[config.mk]
export PLATFORM = sky130hd
export DESIGN_NAME = seq_divider
export DESIGN_NICKNAME = d
export VERILOG_FILES = /design/src/rtl/seq_divider.sv
export SDC_FILE = /design/constraint.sdc
export NUM_CORES = 1
export LEC_CHECK = 0
export CAP_MARGIN = 0
export CORE_MARGIN = 2
export CORE_UTILIZATION = 52
export CTS_BUF_LIST = sky130_fd_sc_hd__clkbuf_8
export DETAILED_ROUTE_END_ITERATION = 6
export GPL_ROUTABILITY_DRIVEN = 1
export GPL_TIMING_DRIVEN = 0
export PLACE_DENSITY = 0.77
export RECOVER_POWER = 25
export REMOVE_ABC_BUFFERS = 1
export SKIP_LAST_GASP = 1
export SLEW_MARGIN = 20
export SYNTH_ARGS = -nofsm -noshare
export SYNTH_HDL_FRONTEND = slang
export SYNTH_SLANG_ARGS = --single-unit
[constraint.sdc]
create_clock -name Clk -period 4 [get_ports Clk]
set_input_delay 1.2 -clock Clk [delete_from_list [all_inputs] [get_ports Clk]]
set_output_delay 1.2 -clock Clk [all_outputs]
set_load 0.005 [all_outputs]
[src/rtl/seq_divider.sv]
// Multicycle signed restoring divider: one quotient bit per clock, MIPS DIV
// semantics (quotient truncates toward zero, remainder takes the dividend's sign).
module seq_divider #(
  parameter int WIDTH = 32
) (
  input  logic             Clk,
  input  logic             Reset,
  input  logic             Start,
  input  logic [WIDTH-1:0] A,
  input  logic [WIDTH-1:0] B,
  output logic             Busy,
  output logic             Stop,
  output logic             DivZero,
  output logic [WIDTH-1:0] HI,
  output logic [WIDTH-1:0] LO
);

  localparam int CW = (WIDTH > 1) ? $clog2(WIDTH) : 1;
  localparam logic [CW-1:0] LAST_STEP = CW'(WIDTH - 1);

  typedef enum logic [2:0] {IDLE, CALC, FIX, DONE, DZERO} state_t;

  state_t           state, nextState;
  logic [CW-1:0]    count;
  logic [WIDTH-1:0] rem, quot, divisor;
  logic             sA, sQ;

  logic [WIDTH-1:0] magA, magB, diff;
  logic [WIDTH:0]   shifted;
  logic             fits;
  logic             divByZero;

  // Unsigned negate on purpose: the most negative value maps onto itself,
  // which is exactly the magnitude an unsigned restoring step needs.
  assign magA      = A[WIDTH-1] ? -A : A;
  assign magB      = B[WIDTH-1] ? -B : B;
  assign divByZero = (B == '0);

  assign shifted = {rem, quot[WIDTH-1]};
  assign fits    = (shifted >= {1'b0, divisor});
  assign diff    = shifted[WIDTH-1:0] - divisor;

  // NOTE: sequential state uses non-blocking assignments so every register
  // samples pre-edge values regardless of statement order.
  always_ff @(posedge Clk) begin
    if (!Reset) state <= IDLE;
    else        state <= nextState;
  end

  // NOTE: nextState gets a default before the case so no path leaves it
  // unassigned, which would otherwise infer a latch.
  always_comb begin
    nextState = state;
    case (state)
      IDLE:    if (Start) nextState = divByZero ? DZERO : CALC;
      CALC:    if (count == LAST_STEP) nextState = FIX;
      FIX:     nextState = DONE;
      DONE:    nextState = IDLE;
      DZERO:   nextState = IDLE;
      default: nextState = IDLE;
    endcase
  end

  always_ff @(posedge Clk) begin
    if (!Reset) begin
      count   <= '0;
      rem     <= '0;
      quot    <= '0;
      divisor <= '0;
      sA      <= 1'b0;
      sQ      <= 1'b0;
      HI      <= '0;
      LO      <= '0;
    end else begin
      case (state)
        IDLE: begin
          if (Start && !divByZero) begin
            quot    <= magA;
            divisor <= magB;
            rem     <= '0;
            sA      <= A[WIDTH-1];
            sQ      <= A[WIDTH-1] ^ B[WIDTH-1];
            count   <= '0;
          end
        end
        CALC: begin
          // quot doubles as the dividend shift register; quotient bits fill from the right.
          rem   <= fits ? diff : shifted[WIDTH-1:0];
          quot  <= {quot[WIDTH-2:0], fits};
          count <= count + 1'b1;
        end
        FIX: begin
          LO <= sQ ? -quot : quot;
          HI <= sA ? -rem : rem;
        end
        default: ;
      endcase
    end
  end

  assign Busy    = (state == CALC) || (state == FIX);
  assign Stop    = (state == DONE) || (state == DZERO);
  assign DivZero = (state == DZERO);

endmodule
==> results.yml, run 1 <==
place:
  gp_congestion: 0.9054
  hpwl_mm: 19.84
  place.port_buffers: 133
  dpl-instance-area_sq_um: 12140
  place_inst: 1649
routing:
  ant_nets: 0
  first_pass_iters: 6
  vias: 10050
  detail_route.vias_per_cell: 5.974
  wl_per_cell_um: 16.15
  post-route-drc-count: 0
  drt_wl_total_mm: 27.17
  drtIter0Drc: 808
setup_path:
  cp-end-kind: "flop"
  reg2reg_to: "rem[22]"
  r2r_setup_slack_ns: 0.28
  critical_path_required_ns: 4.42
  startpoint_type: "input pin"
  cp_max_fo: 28
  path_class: "input pin to flop"
  reg2regPathDepth: 10
  r2r-start: "rem[2]"
  arrival_ns: 4.34
hold_path:
  hold_depth: 2
  hold_end: "HI[30]"
  hp-class: "flop to flop"
  hp-start: "HI[30]"
power:
  power_uw: 8365
  power_density_nw_per_um2: 666.9
  ir_worst_vdd_v: 0.0004043
  power.leakage_uw: 0.004691
clock_network:
  clk_pin_slew_ns: 0.09
  clock_path_buffers: 2
  h-tree-depth: 4
  ctsHoldBuffers: 0
  clk_latency_ns: 0.47
  cts_sinks: 170
  cts_tree: "built"
  root_buffer: "clkbuf_8"
  cts_buffers: 17
synth:
  ys_ff_latch: 170
  ys_warn_count: 0
  synth_ff_type: "dfxtp_1"
  syn-mean-instance-area_sq_um: 7.992
  synth.distinct_cells: 62
  netlist_instances: 1317
  ys_seq_area_share_pct: 32.33
  async_reset_ff_share_pct: 0
  synth_area_sq_um: 10530
  synth-edff-count: 0
floorplanning:
  coreArea_sq_um: 20040
  die-area_sq_um: 21390
  io_pins: 134
  die_w_um: 146.3
  die_h_um: 146.3
  fp-row-count: 52
  initial_utilization_pct: 52.52
sta:
  hold_slack_ns: 0.4564
  skew_ns: 0.01319
  maxSlewViolCount: 0
  tightest_slew_ns: 1.360
  hold_violations: 0
  grt_setup_unrepaired: "true"
  period_share_pct: 98.18
  setup-violations-final: 0
  max_freq_mhz: 254.6
  slew_headroom_pct: 9.314
  finalCriticalPeriod_ns: 3.927
grt:
  grt_pass1_vias: 9172
  grt-ovfl-total: 0
  antenna_found_initial: 0
  grt_first_pass_wirelength_mm: 44.91
  grt_max_degree: 103
  track_usage_pct: 25.13
layout:
  num-nets-final: 1505
  final_common_cell: "dfxtp_1"
  final_area_sq_um: 12540
  drive_gt1_share_pct: 4.887
  multi_input_area_sq_um: 6690
  layout.cells.non_filler: 1682
  diodes: 0
  fillers: 1836
  area_growth_pct: 19.18
  seq_area_sq_um: 3405
  layout_common_cells: "dfxtp_1, nor2_1, clkdlybuf4s50_1, nand2_1"
job:
  cap_violations: 0
run_status:
  status: "finished, final reports clean"
## cell usage after synthesis, types with 4 or more instances
| library cell | count | area [sq um] |
|---|---|---|
| o41ai_1 | 16 | 140.1 |
| nand2b_1 | 10 | 62.56 |
| ha_1 | 38 | 475.5 |
| or3_1 | 16 | 100.1 |
| a221o_1 | 4 | 40.04 |
| a31oi_1 | 7 | 43.79 |
| inv_1 | 55 | 206.5 |
| a222oi_1 | 28 | 280.3 |
| o211ai_1 | 9 | 67.56 |
| nor3_1 | 14 | 70.07 |
| a21o_1 | 15 | 112.6 |
| dfxtp_1 | 170 | 3403 |
| nand3b_1 | 4 | 30.03 |
| o22ai_1 | 5 | 31.28 |
| and3_1 | 14 | 87.58 |
| nor4_1 | 10 | 62.56 |
| xnor2_1 | 70 | 613.1 |
| or2_2 | 7 | 43.79 |
| nor2b_1 | 9 | 56.30 |
| nand2_1 | 106 | 397.9 |
| a211oi_1 | 81 | 608.1 |
| o31ai_1 | 34 | 255.2 |
| clkbuf_1 | 73 | 274.0 |
| a32oi_1 | 5 | 43.79 |
| o21a_1 | 18 | 135.1 |
| buf_1 | 5 | 18.77 |
| mux2i_1 | 5 | 50.05 |
| or4_1 | 17 | 127.6 |
| xor2_1 | 73 | 639.4 |
| nor2_1 | 137 | 514.2 |
| o21ai_0 | 81 | 405.4 |
| nand4_1 | 9 | 56.30 |
| nand3_1 | 36 | 180.2 |
| o21bai_1 | 5 | 37.54 |
| a21oi_1 | 77 | 385.4 |
| and2_1 | 13 | 81.33 |
## flip-flops by register name (all words and copies together) (netlist names)
| signal | flops |
|---|---|
| HI | 32 |
| LO | 32 |
| count | 5 |
| divisor | 32 |
| quot | 32 |
| rem | 32 |
| sA | 1 |
| sQ | 1 |
| state | 3 |
## metal layers
| layer | global-route usage (%) | vias up | share of wire (%) |
|---|---|---|---|
| met5 | 0 | - | 0 |
| li1 | - | 4992 | - |
| met1 | 34.14 | 4654 | 46 |
| met3 | 3.344 | 38 | 6.0 |
| met4 | 7.379 | 0 | 1.6 |
| met2 | 41.91 | 364 | 46 |
## worst max-delay path, cell delays in order
cell	delay [ns]
clkdlybuf4s50_1	0.48
or4_1	0.60
or4_1	0.47
nor3_2	0.19
a31oi_1	0.22
o21ai_4	0.25
buf_16	0.20
buf_16	0.18
and2_4	0.23
nand2_1	0.06
o311ai_0	0.09
a31o_2	0.15
## what timing repair did
item,4_1_cts,5_1_grt
cloned,1,0
buffers inserted,0,0
gates resized for setup,5,9
endpoints found under the setup margin,65,39
pin swaps,1,1
## layout make-up
| type | count | share of cell area (%) |
|---|---|---|
| Clock buffer | 19 | 2.085 |
| Clock inverter | 13 | 1.207 |
| Inverter | 55 | 1.686 |
| Multi-Input combinational cell | 1013 | 53.34 |
| Sequential cell | 170 | 27.14 |
| Tap cell | 270 | 2.693 |
| Timing Repair Buffer | 142 | 11.85 |
## power by group
part           switching (uW)  leakage, uW  total, uW  internal (uW)
Sequential                365      0.00138       2250           1890
Clock                     635     0.000212       1280            644
Combinational            2890      0.00309       4830           1950
Total                    3890      0.00469       8370           4480
## how the worst max path moves through the flow
| stage | start | end | slack [ns] | depth (start not counted) |
|---|---|---|---|---|
| global route | B[18] | rem[30] | -0.03 | 12 |
| detailed placement | B[18] | divisor[14] | -0.68 | 10 |
| global placement | B[18] | quot[0] | -3.53 | 9 |
| floorplan | B[18] | rem[30] | -0.89 | 9 |
| finish | B[18] | rem[30] | 0.07 | 12 |
| CTS | A[10] | quot[29] | 0.003 | 10 |
## cells by family after synthesis
family | count (synthesis) | share of synthesized area [%]
compound gates | 410 | 26.78
xor+xnor | 143 | 11.90
fa+ha+maj | 39 | 4.708
buf+inv | 135 | 4.862
flops | 170 | 32.33
mux | 5 | 0.4755
simple gates | 415 | 18.94
## metrics by stage
| stage | setup TNS, ns | utilization, % | setup WS (ns) |
|---|---|---|---|
| 2_1_floorplan | -84.15 | - | -0.8894 |
| 3_3_place_gp | -384.15 | 59.33 | -3.532 |
| 5_1_grt | -0.03295 | 62.59 | -0.03295 |
| 3_5_place_dp | -46.35 | 60.58 | -0.6849 |
| 6_report | 0 | 62.59 | 0.07260 |
| 4_1_cts | 0 | 62.74 | 0.003434 |
Note: power is estimated with default switching activity, not from simulation.
==> run 2: changes to the inputs <==
--- a/config.mk
+++ b/config.mk
@@ -7,12 +7,12 @@
 export LEC_CHECK = 0
 export CAP_MARGIN = 0
 export CORE_MARGIN = 2
-export CORE_UTILIZATION = 52
+export CORE_UTILIZATION = 47
 export CTS_BUF_LIST = sky130_fd_sc_hd__clkbuf_8
 export DETAILED_ROUTE_END_ITERATION = 6
 export GPL_ROUTABILITY_DRIVEN = 1
 export GPL_TIMING_DRIVEN = 0
-export PLACE_DENSITY = 0.77
+export PLACE_DENSITY = 0.7
 export RECOVER_POWER = 25
 export REMOVE_ABC_BUFFERS = 1
 export SKIP_LAST_GASP = 1
==> results.yml, run 2 (same netlist as run 1, synthesis figures left out) <==
setup_path:
  path_cells: "clkdlybuf4s50_1 -> or4_1 -> or4_1 -> nor3_4 -> a31oi_4 -> o21ai_4 -> and2_1 -> nand2_1 -> o311ai_0 -> a31o_2"
  reg2reg_to: "rem[27]"
  cp-end-kind: "flop"
  r2r-start: "rem[2]"
  r2r_setup_slack_ns: 0.26
  reg2regPathDepth: 10
  crit_top_cell: "or4_1"
  critical_path_required_ns: 4.41
  startpoint_type: "input pin"
  slowest_delay_ns: 0.60
  cp-endpoint: "rem[30]"
  cp_slowest_cell: "or4_1"
  path_class: "input pin to flop"
  arrival_ns: 4.27
  crit_start: "B[18]"
  cp_max_fo: 9
clock_network:
  cts_buffers: 17
  cts_tree: "built"
  ctsHoldBuffers: 0
  cts_sinks: 170
  h-tree-depth: 4
  clock_path_buffers: 2
  clk_pin_slew_ns: 0.09
  clk_latency_ns: 0.47
  root_buffer: "clkbuf_8"
place:
  dpl_worst_slack_ns: -0.7649
  gp_congestion: 0.8747
  dpl-instance-area_sq_um: 12120
  place.port_buffers: 133
  hpwl_mm: 20.30
routing:
  first_pass_iters: 6
  vias: 9857
  wl_per_cell_um: 16.50
  ant_nets: 0
  drt_wl_total_mm: 27.95
  detail_route.vias_per_cell: 5.819
  drtIter0Drc: 745
  post-route-drc-count: 0
sta:
  tns_ns: 0
  slew_headroom_pct: 7.351
  hold_slack_ns: 0.4590
  setup_ws_ns: 0.1433
  period_share_pct: 96.42
  setup-violations-final: 0
  hold_violations: 0
  max_freq_mhz: 259.3
  skew_ns: 0.01589
  maxSlewViolCount: 0
  tightest_slew_ns: 1.390
  grt_setup_unrepaired: "false"
  finalCriticalPeriod_ns: 3.857
run_status:
  status: "finished, final reports clean"
layout:
  final_area_sq_um: 12560
  multi_input_area_sq_um: 6736
  drive_gt1_share_pct: 5.233
  final_common_cell: "dfxtp_1"
  num-nets-final: 1507
  fillers: 2104
  diodes: 0
  layout_common_cells: "dfxtp_1, nor2_1, clkdlybuf4s50_1, nand2_1"
  seq_area_sq_um: 3405
  area_growth_pct: 19.37
floorplanning:
  io_pins: 134
  coreArea_sq_um: 21890
  fp-row-count: 54
  die-area_sq_um: 23610
  die_w_um: 153.6
  initial_utilization_pct: 48.08
  die_h_um: 153.6
grt:
  grt_max_degree: 91
  track_usage_pct: 23.21
  grt_first_pass_wirelength_mm: 45.34
  grt-ovfl-total: 0
  grt_pass1_vias: 8986
  antenna_found_initial: 0
hold_path:
  hp-class: "flop to flop"
power:
  ir_worst_vdd_v: 0.0004369
  power_density_nw_per_um2: 662.9
  power.leakage_uw: 0.004691
job:
  cap_violations: 0
run 2: worst min-delay path by stage:
stage / from / endpoint / cells past startpoint
after floorplan: divisor[30] / divisor[30] / 2
after global placement: LO[27] / LO[27] / 2
after detailed placement: LO[29] / LO[29] / 2
after CTS: LO[29] / LO[29] / 2
after global routing: divisor[19] / divisor[19] / 2
final: LO[29] / LO[29] / 2
run 2: power by group:
group | leakage [uW] | total (uW) | internal, uW | switching, uW
clock network | 0.000198 | 1220 | 556 | 660
registers | 0.00138 | 2250 | 1890 | 367
logic | 0.00311 | 4860 | 1940 | 2910
total | 0.00469 | 8330 | 4390 | 3940
run 2: cell type report:
| class | instances | share of cell area, % |
|---|---|---|
| clock inverters | 15 | 1.205 |
| repair buffers | 143 | 11.74 |
| well taps | 280 | 2.789 |
| clock buffers | 17 | 1.862 |
| inverters | 55 | 1.683 |
| multi-input cells | 1014 | 53.62 |
| flip-flops and latches | 170 | 27.10 |
run 2: critical path, delay by kind of cell:
kind	cells	cell delay (ns)
compound gates	4	0.78
simple gates	5	1.79
buf+inv	1	0.48
run 2: layer usage:
metal,wire [um],GRT usage [%]
met5,0,0
met4,637,7.951
met3,1530,3.185
met2,12660,37.95
met1,13120,31.54
run 2: what timing repair did:
item	in CTS	in global routing
gates cloned	2	0
gates resized for setup	7	12
pin swaps	2	3
endpoints found under the setup margin	71	42
buffers inserted	1	1
run 2: per-stage QoR:
step	util, %	power, uW	instances
after detailed placement	55.36	7021	1658
after floorplan	-	5895	1237
after global placement	54.37	6892	1650
after CTS	57.41	8302	1693
after global routing	57.39	8993	1694
final	57.39	8328	1694
==> run 3: changes to the inputs <==
--- a/config.mk
+++ b/config.mk
@@ -6,11 +6,12 @@
 export NUM_CORES = 1
 export LEC_CHECK = 0
 export CAP_MARGIN = 0
+export CORE_ASPECT_RATIO = 1.2
 export CORE_MARGIN = 2
 export CORE_UTILIZATION = 47
 export CTS_BUF_LIST = sky130_fd_sc_hd__clkbuf_8
 export DETAILED_ROUTE_END_ITERATION = 6
-export GPL_ROUTABILITY_DRIVEN = 1
+export GPL_ROUTABILITY_DRIVEN = 0
 export GPL_TIMING_DRIVEN = 0
 export PLACE_DENSITY = 0.7
 export RECOVER_POWER = 25
==> results.yml, run 3 (same netlist as run 1, synthesis figures left out) <==
run_status:
  status: "finished, final reports clean"
sta:
  grt_setup_unrepaired: "true"
  max_freq_mhz: 256.5
  hold_violations: 0
  setup_ws_ns: 0.1009
  setup-violations-final: 0
  finalCriticalPeriod_ns: 3.899
  slew_headroom_pct: 31.51
  period_share_pct: 97.48
  skew_ns: 0.01420
  tightest_slew_ns: 1.026
  maxSlewViolCount: 0
clock_network:
  clock_path_buffers: 2
  h-tree-depth: 4
  cts_tree: "built"
  clk_pin_slew_ns: 0.09
  cts_sinks: 170
  cts_buffers: 17
  clk_latency_ns: 0.47
  cts_setup_buffers: 0
  root_buffer: "clkbuf_8"
layout:
  final_area_sq_um: 12660
  fin_util_pct: 56.97
  layout.cells.non_filler: 1691
  diodes: 0
  final_common_cell: "dfxtp_1"
  drive_gt1_share_pct: 5.170
  layout_common_cells: "dfxtp_1, nor2_1, clkdlybuf4s50_1, nand2_1"
  num-nets-final: 1506
  fillers: 2073
  area_growth_pct: 20.27
place:
  place_inst: 1659
  dpl_worst_slack_ns: -0.6839
  dpl-instance-area_sq_um: 12170
  place.port_buffers: 133
  hpwl_mm: 20.44
floorplanning:
  die_h_um: 167.9
  coreArea_sq_um: 22220
  initial_utilization_pct: 47.36
  die-area_sq_um: 23610
  io_pins: 134
  fp-row-count: 60
  die_w_um: 140.6
setup_path:
  path_buf_inv: 3
  cp_slowest_cell: "or4_1"
  crit_family: "simple AND/OR/NAND/NOR gates"
  arrival_ns: 4.32
  r2r-start: "rem[2]"
  path_class: "input pin to flop"
  path_cells: "clkdlybuf4s50_1 -> or4_1 -> or4_1 -> nor3_2 -> a31oi_1 -> o21ai_4 -> buf_16 -> buf_16 -> and2_4 -> nand2_1 -> o311ai_0 -> a31o_2"
  crit_start: "B[18]"
  slowest_delay_ns: 0.61
  cp_max_fo: 28
  critical_path_required_ns: 4.42
  cp-end-kind: "flop"
  startpoint_type: "input pin"
power:
  combinationalPowerShare_pct: 58.0
  clkPwrFrac_pct: 15.6
  power_switching_share_pct: 46.29
  ir_worst_vdd_v: 0.0003443
  switching_power_uw: 3928
  power_frac_seq_pct: 26.4
  power.leakage_uw: 0.004659
  power_density_nw_per_um2: 670.3
  intPower_uw: 4557
grt:
  grt_pass1_vias: 8989
  antenna_found_initial: 0
  grt-ovfl-total: 0
  grt_max_degree: 102
  track_usage_pct: 23.13
  grt_first_pass_wirelength_mm: 45.31
routing:
  first_pass_iters: 6
  drtIter0Drc: 714
  wl_per_cell_um: 16.30
  drt_wl_total_mm: 27.56
  post-route-drc-count: 0
  detail_route.vias_per_cell: 5.800
  ant_nets: 0
  vias: 9807
hold_path:
  hp-start: "LO[30]"
  hp-class: "flop to flop"
job:
  cap_violations: 0
-- run 3: changes by cell type in the layout (fill, tap and decap cells not counted), moves of 3 or more --
cell	previous run	this run
buf_16	2	5
clkbuf_8	17	21
clkdlybuf4s50_1	111	126
clkinv_2	4	0
dlygate4sd3_1	16	0
-- run 3: layout make-up --
type	count	area, sq um	share of cell area, %
clock buffer	21	289.0	2.283
clock inverter	10	141.4	1.117
inverter	55	211.5	1.670
multi-input combinational	1013	6713	53.03
sequential	170	3403	26.89
tap	279	349.1	2.758
timing repair buffer	143	1551	12.26
-- run 3: final timing paths --
check / end / slack [ns] / cells past startpoint
setup / recovery: rem[30] / 0.10 / 12
hold / removal: LO[30] / 0.46 / 2
setup reg to reg: rem[27] / 0.17 / 10
hold reg to reg: LO[30] / 0.46 / 2
-- run 3: metrics by stage --
stage               total power [uW]  hold WS, ns  setup TNS [ns]
floorplan                       5895       0.4319          -84.15
global placement                6536       0.4416         -395.99
detailed placement              7045       0.4497          -45.76
CTS                             8431       0.4629        -0.06001
global route                    9106       0.4906       -0.005120
finish                          8485       0.4580               0
-- run 3: repair_timing --
item,4_1_cts,5_1_grt
hold buffers,0,0
endpoints found under the setup margin,62,60
cloned,1,0
gates resized for setup,7,10
pin swaps,1,1
-- run 3: worst reg2reg max path, stage by stage (launching register included) --
cell,delay (ns)
dfxtp_1,0.43
ha_1,0.43
nand3_1,0.09
o21bai_1,0.17
and3_1,0.21
o211ai_1,0.36
a211o_1,0.36
nand4_1,0.54
nand2_1,0.58
nor2_1,0.18
a221o_1,0.38
-- run 3: power groups by stage --
| stage | Clock, uW | Sequential [uW] | Combinational, uW |
|---|---|---|---|
| 6_report | 1320 | 2240 | 4920 |
| 5_1_grt | 1410 | 2280 | 5410 |
| 4_1_cts | 1350 | 2230 | 4860 |
| 3_5_place_dp | 0 | 2270 | 4770 |
| 3_3_place_gp | 0 | 2220 | 4310 |
| 2_1_floorplan | 0 | 2160 | 3730 |
-- run 3: per-layer routing --
metal	GRT usage [%]	share of wire, %	wire length (um)
met1	29.22	44	12170
met2	41.06	50	13740
met3	3.015	4.1	1138
met4	7.000	1.9	514
met5	0	0	0
